### src/rtl/mac_result_accumulator_if.sv
// Handshake/bus bundle between the MAC datapath, the accumulator and the Avalon read path.
// The slave side is the accumulator; the master side is the upstream/readout logic.
interface mac_result_accumulator_if #(
  parameter int DATA_WIDTH = 32,
  parameter int FIFO_DEPTH = 16
);
  logic                          clear_i;
  logic                          res_valid_i;
  logic [DATA_WIDTH-1:0]         res_data_i;
  logic                          res_last_i;
  logic [DATA_WIDTH-1:0]         bias_i;
  logic                          relu_en_i;
  logic                          stall_o;
  logic                          out_rd_i;
  logic [DATA_WIDTH-1:0]         out_data_o;
  logic                          out_empty_o;
  logic                          out_full_o;
  logic [$clog2(FIFO_DEPTH):0]   out_count_o;
  logic                          ovf_o;

  modport master (
    output clear_i, res_valid_i, res_data_i, res_last_i, bias_i, relu_en_i, out_rd_i,
    input  stall_o, out_data_o, out_empty_o, out_full_o, out_count_o, ovf_o
  );

  modport slave (
    input  clear_i, res_valid_i, res_data_i, res_last_i, bias_i, relu_en_i, out_rd_i,
    output stall_o, out_data_o, out_empty_o, out_full_o, out_count_o, ovf_o
  );
endinterface

### src/rtl/mac_result_accumulator.sv
// Sums MAC partial results per pixel, adds bias (optional ReLU via ACC_RESULT_RELU_EN),
// and queues finished pixels in a show-ahead FIFO, stalling the MAC reader when busy.
module mac_result_accumulator #(
  parameter int DATA_WIDTH       = 32,
  parameter int TERMS_PER_OUTPUT = 16,
  parameter int FIFO_DEPTH       = 16
) (
  input  logic clk,
  input  logic reset,
  mac_result_accumulator_if.slave bus
);

  localparam int CNT_W  = $clog2(TERMS_PER_OUTPUT) + 1;
  localparam int PTR_W  = $clog2(FIFO_DEPTH);
  localparam int FCNT_W = PTR_W + 1;

  typedef enum logic [1:0] {
    IDLE  = 2'd0,
    ACCUM = 2'd1,
    FINAL = 2'd2,
    PUSH  = 2'd3
  } state_t;

  // Signed add clamped to the representable range; MSB of the result flags a clamp.
  function automatic logic [DATA_WIDTH:0] satAdd(
    input logic [DATA_WIDTH-1:0] a,
    input logic [DATA_WIDTH-1:0] b
  );
    logic [DATA_WIDTH:0] sum;
    sum = {a[DATA_WIDTH-1], a} + {b[DATA_WIDTH-1], b};
    if (sum[DATA_WIDTH] != sum[DATA_WIDTH-1]) begin
      if (sum[DATA_WIDTH]) begin
        satAdd = {1'b1, 1'b1, {(DATA_WIDTH-1){1'b0}}};
      end else begin
        satAdd = {1'b1, 1'b0, {(DATA_WIDTH-1){1'b1}}};
      end
    end else begin
      satAdd = {1'b0, sum[DATA_WIDTH-1:0]};
    end
  endfunction

  state_t                  state_r, nextState_s;
  logic [DATA_WIDTH-1:0]   acc_r;
  logic [DATA_WIDTH-1:0]   post_r;
  logic [CNT_W-1:0]        termCnt_r;
  logic                    ovf_r;
  logic [DATA_WIDTH-1:0]   mem_r [FIFO_DEPTH];
  logic [PTR_W-1:0]        wrPtr_r, rdPtr_r;
  logic [FCNT_W-1:0]       fifoCnt_r;

  logic                    syncClr_s;
  logic [CNT_W-1:0]        termCntNext_s;
  logic                    lastTerm_s;
  logic                    fifoFull_s, fifoEmpty_s;
  logic                    popReq_s, pushReq_s;
  logic [DATA_WIDTH:0]     accSat_s, postSat_s;
  logic [DATA_WIDTH-1:0]   postVal_s;
  logic                    ovfSet_s;
  logic                    stall_s;
  logic [DATA_WIDTH-1:0]   headData_s;

  assign syncClr_s     = reset | bus.clear_i;
  assign termCntNext_s = termCnt_r + {{(CNT_W-1){1'b0}}, 1'b1};
  assign lastTerm_s    = bus.res_last_i || (termCntNext_s == CNT_W'(TERMS_PER_OUTPUT));
  assign fifoFull_s    = (fifoCnt_r == FCNT_W'(FIFO_DEPTH));
  assign fifoEmpty_s   = (fifoCnt_r == {FCNT_W{1'b0}});
  assign popReq_s      = bus.out_rd_i && !fifoEmpty_s;
  // A pop in the same cycle frees the slot, so a full FIFO can still accept the pixel.
  assign pushReq_s     = (state_r == PUSH) && (!fifoFull_s || bus.out_rd_i);
  assign accSat_s      = satAdd(acc_r, bus.res_data_i);
  assign postSat_s     = satAdd(acc_r, bus.bias_i);

`ifdef ACC_RESULT_RELU_EN
  // Post-bias value with optional ReLU clamp of negative results.
  always_comb begin
    if (bus.relu_en_i && postSat_s[DATA_WIDTH-1]) begin
      postVal_s = {DATA_WIDTH{1'b0}};
    end else begin
      postVal_s = postSat_s[DATA_WIDTH-1:0];
    end
  end
`else
  logic unusedRelu_s;
  assign unusedRelu_s = bus.relu_en_i;
  assign postVal_s    = postSat_s[DATA_WIDTH-1:0];
`endif

  // State register.
  always_ff @(posedge clk) begin
    if (syncClr_s) begin
      state_r <= IDLE;
    end else begin
      state_r <= nextState_s;
    end
  end

  // Next-state logic.
  always_comb begin
    nextState_s = state_r;
    case (state_r)
      IDLE: begin
        if (bus.res_valid_i) begin
          if (bus.res_last_i || (TERMS_PER_OUTPUT == 1)) begin
            nextState_s = FINAL;
          end else begin
            nextState_s = ACCUM;
          end
        end else begin
          nextState_s = IDLE;
        end
      end
      ACCUM: begin
        if (bus.res_valid_i && lastTerm_s) begin
          nextState_s = FINAL;
        end else begin
          nextState_s = ACCUM;
        end
      end
      FINAL: nextState_s = PUSH;
      PUSH: begin
        if (pushReq_s) begin
          nextState_s = IDLE;
        end else begin
          nextState_s = PUSH;
        end
      end
      default: nextState_s = IDLE;
    endcase
  end

  // FSM-derived outputs: stall and error-set conditions.
  always_comb begin
    stall_s  = (state_r == FINAL) || (state_r == PUSH) ||
               (fifoCnt_r >= FCNT_W'(FIFO_DEPTH - 1));
    ovfSet_s = 1'b0;
    case (state_r)
      ACCUM:   ovfSet_s = bus.res_valid_i && accSat_s[DATA_WIDTH];
      FINAL:   ovfSet_s = postSat_s[DATA_WIDTH] || bus.res_valid_i;
      PUSH:    ovfSet_s = bus.res_valid_i;
      default: ovfSet_s = 1'b0;
    endcase
  end

  // Accumulator, term counter, post-bias register and sticky error flag.
  always_ff @(posedge clk) begin
    if (syncClr_s) begin
      acc_r     <= {DATA_WIDTH{1'b0}};
      termCnt_r <= {CNT_W{1'b0}};
      post_r    <= {DATA_WIDTH{1'b0}};
      ovf_r     <= 1'b0;
    end else begin
      ovf_r <= ovf_r | ovfSet_s;
      case (state_r)
        IDLE: begin
          if (bus.res_valid_i) begin
            acc_r     <= bus.res_data_i;
            termCnt_r <= {{(CNT_W-1){1'b0}}, 1'b1};
          end
        end
        ACCUM: begin
          if (bus.res_valid_i) begin
            acc_r     <= accSat_s[DATA_WIDTH-1:0];
            termCnt_r <= termCntNext_s;
          end
        end
        FINAL: post_r <= postVal_s;
        PUSH: begin
          if (pushReq_s) begin
            acc_r     <= {DATA_WIDTH{1'b0}};
            termCnt_r <= {CNT_W{1'b0}};
          end
        end
        default: acc_r <= acc_r;
      endcase
    end
  end

  // FIFO pointers and occupancy; pointers wrap naturally at the power-of-two depth.
  always_ff @(posedge clk) begin
    if (syncClr_s) begin
      wrPtr_r   <= {PTR_W{1'b0}};
      rdPtr_r   <= {PTR_W{1'b0}};
      fifoCnt_r <= {FCNT_W{1'b0}};
    end else begin
      if (pushReq_s) begin
        wrPtr_r <= wrPtr_r + {{(PTR_W-1){1'b0}}, 1'b1};
      end
      if (popReq_s) begin
        rdPtr_r <= rdPtr_r + {{(PTR_W-1){1'b0}}, 1'b1};
      end
      case ({pushReq_s, popReq_s})
        2'b10:   fifoCnt_r <= fifoCnt_r + {{(FCNT_W-1){1'b0}}, 1'b1};
        2'b01:   fifoCnt_r <= fifoCnt_r - {{(FCNT_W-1){1'b0}}, 1'b1};
        default: fifoCnt_r <= fifoCnt_r;
      endcase
    end
  end

  // FIFO storage.
  always_ff @(posedge clk) begin
    if (pushReq_s && !syncClr_s) begin
      mem_r[wrPtr_r] <= post_r;
    end
  end

  // Show-ahead head word, forced to zero when empty.
  always_comb begin
    if (fifoEmpty_s) begin
      headData_s = {DATA_WIDTH{1'b0}};
    end else begin
      headData_s = mem_r[rdPtr_r];
    end
  end

  assign bus.out_data_o  = headData_s;
  assign bus.out_empty_o = fifoEmpty_s;
  assign bus.out_full_o  = fifoFull_s;
  assign bus.out_count_o = fifoCnt_r;
  assign bus.ovf_o       = ovf_r;
  assign bus.stall_o     = stall_s;

endmodule

### src/flat_wrapper.sv
// flat-port wrapper written by rule: the top's interface ports become plain ports
module mac_result_accumulator_flat 
#(
  parameter int DATA_WIDTH       = 32,
  parameter int TERMS_PER_OUTPUT = 16,
  parameter int FIFO_DEPTH       = 16
)
  (clk, reset, bus_clear_i, bus_res_valid_i, bus_res_data_i, bus_res_last_i, bus_bias_i, bus_relu_en_i, bus_out_rd_i, bus_stall_o, bus_out_data_o, bus_out_empty_o, bus_out_full_o, bus_out_count_o, bus_ovf_o);
  mac_result_accumulator_if #(.DATA_WIDTH(DATA_WIDTH), .FIFO_DEPTH(FIFO_DEPTH)) bus_i ();
  input  logic clk;
  input  logic reset;
  input wire logic [$bits(bus_i.clear_i)-1:0] bus_clear_i;
  input wire logic [$bits(bus_i.res_valid_i)-1:0] bus_res_valid_i;
  input wire logic [$bits(bus_i.res_data_i)-1:0] bus_res_data_i;
  input wire logic [$bits(bus_i.res_last_i)-1:0] bus_res_last_i;
  input wire logic [$bits(bus_i.bias_i)-1:0] bus_bias_i;
  input wire logic [$bits(bus_i.relu_en_i)-1:0] bus_relu_en_i;
  input wire logic [$bits(bus_i.out_rd_i)-1:0] bus_out_rd_i;
  output wire logic [$bits(bus_i.stall_o)-1:0] bus_stall_o;
  output wire logic [$bits(bus_i.out_data_o)-1:0] bus_out_data_o;
  output wire logic [$bits(bus_i.out_empty_o)-1:0] bus_out_empty_o;
  output wire logic [$bits(bus_i.out_full_o)-1:0] bus_out_full_o;
  output wire logic [$bits(bus_i.out_count_o)-1:0] bus_out_count_o;
  output wire logic [$bits(bus_i.ovf_o)-1:0] bus_ovf_o;
  assign bus_i.clear_i = bus_clear_i;
  assign bus_i.res_valid_i = bus_res_valid_i;
  assign bus_i.res_data_i = bus_res_data_i;
  assign bus_i.res_last_i = bus_res_last_i;
  assign bus_i.bias_i = bus_bias_i;
  assign bus_i.relu_en_i = bus_relu_en_i;
  assign bus_i.out_rd_i = bus_out_rd_i;
  assign bus_stall_o = bus_i.stall_o;
  assign bus_out_data_o = bus_i.out_data_o;
  assign bus_out_empty_o = bus_i.out_empty_o;
  assign bus_out_full_o = bus_i.out_full_o;
  assign bus_out_count_o = bus_i.out_count_o;
  assign bus_ovf_o = bus_i.ovf_o;
  mac_result_accumulator #(.DATA_WIDTH(DATA_WIDTH), .TERMS_PER_OUTPUT(TERMS_PER_OUTPUT), .FIFO_DEPTH(FIFO_DEPTH)) u_core (.clk(clk), .reset(reset), .bus(bus_i));
endmodule
### config.mk
export PLATFORM = sky130hd
export DESIGN_NAME = mac_result_accumulator_flat
export DESIGN_NICKNAME = d
export VERILOG_FILES = /design/src/rtl/mac_result_accumulator_if.sv /design/src/rtl/mac_result_accumulator.sv /design/src/flat_wrapper.sv
export SDC_FILE = /design/constraint.sdc
export NUM_CORES = 1
export LEC_CHECK = 0
export BUFFER_PORTS_ARGS = -buffer_cell sky130_fd_sc_hd__buf_2
export CORE_ASPECT_RATIO = 1.4
export CORE_MARGIN = 2
export CORE_UTILIZATION = 50
export CTS_CLUSTER_SIZE = 14
export DETAILED_ROUTE_END_ITERATION = 16
export PLACE_DENSITY_LB_ADDON = 0.12
export SETUP_SLACK_MARGIN = 0.5
export SLEW_MARGIN = 40
export SYNTH_ARGS = -nofsm -noshare
export SYNTH_HDL_FRONTEND = slang
export SYNTH_SLANG_ARGS = --single-unit
### constraint.sdc
create_clock -name clk -period 3.5 [get_ports clk]
set_input_delay 0.35 -clock clk [delete_from_list [all_inputs] [get_ports clk]]
set_output_delay 0.35 -clock clk [all_outputs]
set_load 0.02 [all_outputs]
[After elaboration in Yosys (flattened, before gate mapping)]
Memory sizes are Yosys's and may differ from the RTL's. A register that Yosys moved wholly into a read port is not among the register bits.
Index checks and enable logic that the tools add are counted.
Word-level totals
  bits in registers: 85
  bits in writable memories: 512
  output and inout bits: 41
  memories: 1
Memories
  u_core.mem_r: depth 16, bits a word 32, rd ports 1, clocked after memory_dff 1, wr ports 1, line mac_result_accumulator.sv:47  | logic [DATA_WIDTH-1:0] mem_r [FIFO_DEPTH];
Operators by class
  bitwise logic cells: 2
  equal/unequal tests: 12
  magnitude comparators: 1
  add/subtract/negate cells: 7
  reductions and logical operators: 18
  multiplexer cells: 24
Operators with widths (number)
  two-way mux 32 bit: 6
  one-hot mux 32 bit (3 select lines): 1
  adder 32 x 32 -> 33 bit: 2
  two-way mux 33 bit: 2
  two-way mux 5 bit: 3
  one-hot mux 5 bit (3 select lines): 1
  adder 5 x 1 -> 5 bit, second input constant: 2
  == test 5 bit, second input constant: 2
  one-hot mux 5 bit (2 select lines): 1
  adder 4 x 1 -> 4 bit, second input constant: 2
  two-way mux 2 bit: 4
  two-way mux 4 bit: 2
  one-hot mux 2 bit (4 select lines): 1
  == test 2 bit, second input constant: 3
  >= comparator 5 x 4 -> 1 bit, second input constant: 1
  logical AND 1 bit: 5
  logical NOT 5 bit: 1
  logical OR 1 bit: 5
  subtractor 5 x 1 -> 5 bit, second input constant: 1
  == test 2 x 1 -> 1 bit, second input constant: 2
  != test 2 bit, second input constant: 2
  AND reduction 4 bit: 1
  logical NOT 1 bit: 3
  one-hot mux 1 bit (3 select lines): 1
  7 further kinds: 10

[Logic depth before layout (Yosys ltp)]
  depth after elaboration: 7
  mapped depth: 18
  mapped depth without buffers: 15

[Worst setup path before layout]
Ideal clock, no wire load.
  path kind: register to register
  start point: reg u_core.fifoCnt_r[0], in the netlist u_core.bus.out_count_o[0]
  end point: mem u_core.mem_r[0][0] (enable)
  path slack: -0.507 ns
  arrival time: 3.546 ns
  data required time: 3.039 ns
  path buffers: 0
  cell stages (with the launch flop): 8
  path through: dfxtp_1 > nor4_1 > nand2_1 > o21a_1 > nand2_1 > nor2_1 > nand2_1 > nor3_1
Between the ends
  cells in the longest elaborated chain, start to end: 7
Ends and longest elaborated chain
  start: declaration: line mac_result_accumulator.sv:49  | logic [FCNT_W-1:0] fifoCnt_r;
  start signal: assignment: line mac_result_accumulator.sv:183  | fifoCnt_r <= {FCNT_W{1'b0}};
  start signal: assignment: line mac_result_accumulator.sv:192  | 2'b10: fifoCnt_r <= fifoCnt_r + {{(FCNT_W-1){1'b0}}, 1'b1};
  start signal: assignment: line mac_result_accumulator.sv:193  | 2'b01: fifoCnt_r <= fifoCnt_r - {{(FCNT_W-1){1'b0}}, 1'b1};
  == test 5 bit: line mac_result_accumulator.sv:65  | assign fifoFull_s = (fifoCnt_r == FCNT_W'(FIFO_DEPTH));
  logical NOT 1 bit: line mac_result_accumulator.sv:69  | assign pushReq_s = (state_r == PUSH) && (!fifoFull_s || bus.out_rd_i);
  logical OR 1 bit: line mac_result_accumulator.sv:69
  logical AND 1 bit: line mac_result_accumulator.sv:69
  logical AND 1 bit: line mac_result_accumulator.sv:201  | if (pushReq_s && !syncClr_s) begin
  two-way mux 1 bit: line mac_result_accumulator.sv:201
  two-way mux 1 bit (implied by the code): line mac_result_accumulator.sv:202  | mem_r[wrPtr_r] <= post_r;
  end: declaration: line mac_result_accumulator.sv:47
Every way passes these cells.

[Final worst setup path]
  start point: reg u_core.acc_r[0]
  end point: reg u_core.post_r[15]
Between the ends
  cells in the longest elaborated chain, start to end: 3
Ends and longest elaborated chain
  start: declaration: line mac_result_accumulator.sv:43  | logic [DATA_WIDTH-1:0] acc_r;
  start signal: assignment: line mac_result_accumulator.sv:147  | acc_r <= {DATA_WIDTH{1'b0}};
  start signal: assignment: line mac_result_accumulator.sv:156  | acc_r <= bus.res_data_i;
  start signal: assignment: line mac_result_accumulator.sv:162  | acc_r <= accSat_s[DATA_WIDTH-1:0];
  adder 32 x 32 -> 33 bit (*): line mac_result_accumulator.sv:30  | sum = {a[DATA_WIDTH-1], a} + {b[DATA_WIDTH-1], b};
  two-way mux 32 bit / != test 1 bit (equally long branches): line mac_result_accumulator.sv:32, mac_result_accumulator.sv:31
  two-way mux 33 bit (*): line mac_result_accumulator.sv:31  | if (sum[DATA_WIDTH] != sum[DATA_WIDTH-1]) begin
  end signal: assignment: line mac_result_accumulator.sv:149  | post_r <= {DATA_WIDTH{1'b0}};
  end signal: assignment: line mac_result_accumulator.sv:166  | FINAL: post_r <= postVal_s;
  end: declaration: line mac_result_accumulator.sv:44  | logic [DATA_WIDTH-1:0] post_r;
Every way passes the cells marked *; elsewhere a longest branch is shown, timed or not.
A chain may end at the register's enable or synchronous reset.

==> run metrics <==
drc violations=0; critical path class=register to register; Post-Synthesis Net Count=1856; Leakage=10.5 nW; syn avg cell area=roughly 16 um^2; antenna violations before repair=1; # diodes=0; Synth Cell Area=approximately 0.027 mm^2; DRT iter0 DRCs=1083; number of global-route vias before repair=roughly 17000; CTS tree=yes; top cell type's share of synthesized area=57.5%; Worst slew margin=between 40% and 50%; via/cell ratio=5.90; die span in y=around 280 um; pwr/cell area=445 mW/mm^2; fraction of layout cells with a size suffix above 1=33.1%; Post-synth EDFFs=512; Seq cells post-synth=601; Max Slew Vio Count=0; leading area contributor after synthesis=edfxtp_1; # setup viols final=0; Hold WS=between 0.02 and 0.025 ns; Max stage delay on crit path=0.39 ns; gr usage total=roughly 25%; CTS H-Tree Depth=2; die area=~0.055 mm^2; initial cell density of the core=50.4%; final hold viol count=0; total wire length=66.7 mm; max-cap violations=0; Worst Max-Slew Pin Slew=between 0.7 and 0.8 ns; Worst Path Arrival=3.93 ns; Overflow after GRT=0; final HPWL from detailed placement=approximately 41 mm; clock tree buffer depth=3; crit path from=u_core.acc_r[0]; min Tclk post-route=3.44 ns; PortBufs=110; vias post-DR=16100; Post-Route Utilization=61.9%; routability cong.=0.889; total CTS buffers=54; Final period util=98.4%; clk root buf=clkbuf_16; Max IR drop VDD=0.352 mV; Distinct cells, synth=between 70 and 80; worst min path class=primary input to register; Async SR Flop Fraction=0%; DIE WIDTH=approximately 200 um; CTS Sinks=~600; CP top delay family=compound AO/OA/AOI/OAI gates; cells along the critical path=ha_4 > fa_2 > a21oi_4 > o21ai_2 > o311a_4 > a21oi_4 > o31ai_4 > o311ai_2 > nand2_1 > nand2_2 > ha_4 > nand2_2 > a21oi_2 > buf_6 > nand2b_4 > o221a_4; net count reported at finish=2126; Area Overhead vs Synth=22.9%; top post-synthesis cells by area=edfxtp_1 (58%), mux4_2 (13%), dfxtp_1 (6.7%); Routed Antenna Nets=0; Clock transition at path regs=~0.060 ns; Clk Latency, worst-skew pair=0.60 ns; CP Max Fanout=7; first-pass GRT wire length=101 mm; Avg WL per Cell=roughly 24 um; ys flop type=edfxtp_1; CP Data Required Time=3.98 ns; clock skew=around 0.012 ns; DR pass1 iterations=5; largest net degree at the start of global routing=43; CP endpoint kind=register; Buf+Inv Stages, Crit Path=1; Max Fclk=290 MHz; IO Count=about 110; Worst path slowest cell=fa_2; worst r2r src=u_core.acc_r[0]; Ys Warns=0; fill count=3972; Post-Synthesis Cells=1705; core area=0.0531 mm^2; status=finished clean; min-delay src=bus_res_data_i[27]; RSZ-0062 raised after global routing=true; Seq/Total Area, Yosys=64.2%; crit start category=register; FP Rows=100
-- stage by stage --
stage          power, mW  instances  setup TNS (ns)  cell area (um^2)  worst slack (ns)
2_1_floorplan       8.53       1705               0             26900             0.175
3_3_place_gp        8.92       2580           -7.32             29400            -0.294
3_5_place_dp        8.93       2580           -8.13             29400            -0.267
4_1_cts             14.7       2726               0             32500             0.115
5_1_grt             15.0       2730          -0.798             32800           -0.0747
6_report            14.6       2730               0             32800            0.0550
-- routing by layer --
metal / vias up / share of wire (%) / GRT usage, %
li1: 7339 / - / -
met4: 0 / 4.3 / 10.5
met3: 142 / 4.8 / 3.14
met5: - / 0 / 0
met1: 8147 / 38 / 30.1
met2: 479 / 53 / 44.0
-- logic make-up after synthesis --
family / count (synthesis) / share of synthesized area [%]
fa+ha+maj: 80 / 3.83
compound gates: 357 / 8.44
xor+xnor: 67 / 2.20
simple gates: 327 / 6.09
flops: 601 / 64.2
buf+inv: 110 / 1.64
mux: 163 / 13.6
-- where the power goes --
| group | internal (mW) | switching (mW) |
|---|---|---|
| registers | 7.72 | 0.0565 |
| clock network | 3.18 | 2.53 |
| logic | 0.493 | 0.614 |
-- layout make-up --
type	count	area, um^2	area share [%]
multi-input combinational	994	9900	30.2
clock buffer	75	1480	4.52
timing repair buffer	305	3110	9.47
sequential	601	17200	52.3
inverter	19	72.6	0.221
tap	714	893	2.72
clock inverter	22	203	0.617
-- final timing paths --
kind	to	slack (ns)	cells past startpoint
min	u_core.acc_r[27]	0.02	3
min reg2reg	u_core.termCnt_r[1]	0.50	2
max	u_core.post_r[15]	0.06	16
max reg2reg	u_core.post_r[15]	0.06	16
-- repair_timing --
item / CTS / global route
buffers inserted: 31 / 4
resized for setup: 164 / 68
pin swaps: 21 / 10
hold buffers: 0 / 0
endpoints found under the setup margin: 97 / 98
gates cloned: 18 / 0
-- flip-flops by register name, indices dropped and copies added (netlist names), named ones only --
| name | count |
|---|---|
| u_core.rdPtr_r | 4 |
| u_core.bus.out_count_o | 5 |
| u_core.bus.ovf_o | 1 |
| u_core.mem_r | 512 |
| u_core.acc_r | 32 |
| u_core.wrPtr_r | 4 |
| u_core.state_r | 2 |
| u_core.termCnt_r | 5 |
| u_core.post_r | 32 |
-- cells in the final DEF, fill, tap and decap left out, types with 36 or more instances in the layout --
cell type,synthesis,routed
edfxtp_1,512,512
mux4_2,160,160
buf_4,2,128
a21oi_1,114,90
dfxtp_1,89,82
o21ai_0,87,78
buf_2,2,78
nand2_1,75,72
ha_1,77,72
nor2_1,79,65
clkbuf_16,0,56
a21o_1,47,47
buf_6,2,39
xnor2_1,39,37
buf_12,0,36
-- Yosys cell counts, types with 7 or more instances --
cell type	instances
edfxtp_1	512
mux4_2	160
a21oi_1	114
dfxtp_1	89
o21ai_0	87
nor2_1	79
ha_1	77
nand2_1	75
clkbuf_1	69
nor2b_1	48
a21o_1	47
xnor2_1	39
nor3_1	32
xor2_1	28
nand3_1	24
inv_1	18
and3_1	16
buf_1	16
a211oi_1	13
nand4_1	12
o22ai_1	11
nand2b_1	9
o21a_1	9
o21ai_1	9
o31ai_1	9
o211ai_1	8
o221a_2	7
-- worst reg2reg max path, cell delays in order, from the launching register on --
cell      delay [ns]
dfxtp_2         0.34
ha_4            0.16
fa_2            0.39
a21oi_4         0.15
o21ai_2         0.08
o311a_4         0.38
a21oi_4         0.20
o31ai_4         0.12
o311ai_2        0.32
nand2_1         0.11
nand2_2         0.11
ha_4            0.22
nand2_2         0.06
a21oi_2         0.04
buf_6           0.15
nand2b_4        0.21
o221a_4         0.29
(Power assumes the default switching activity.)
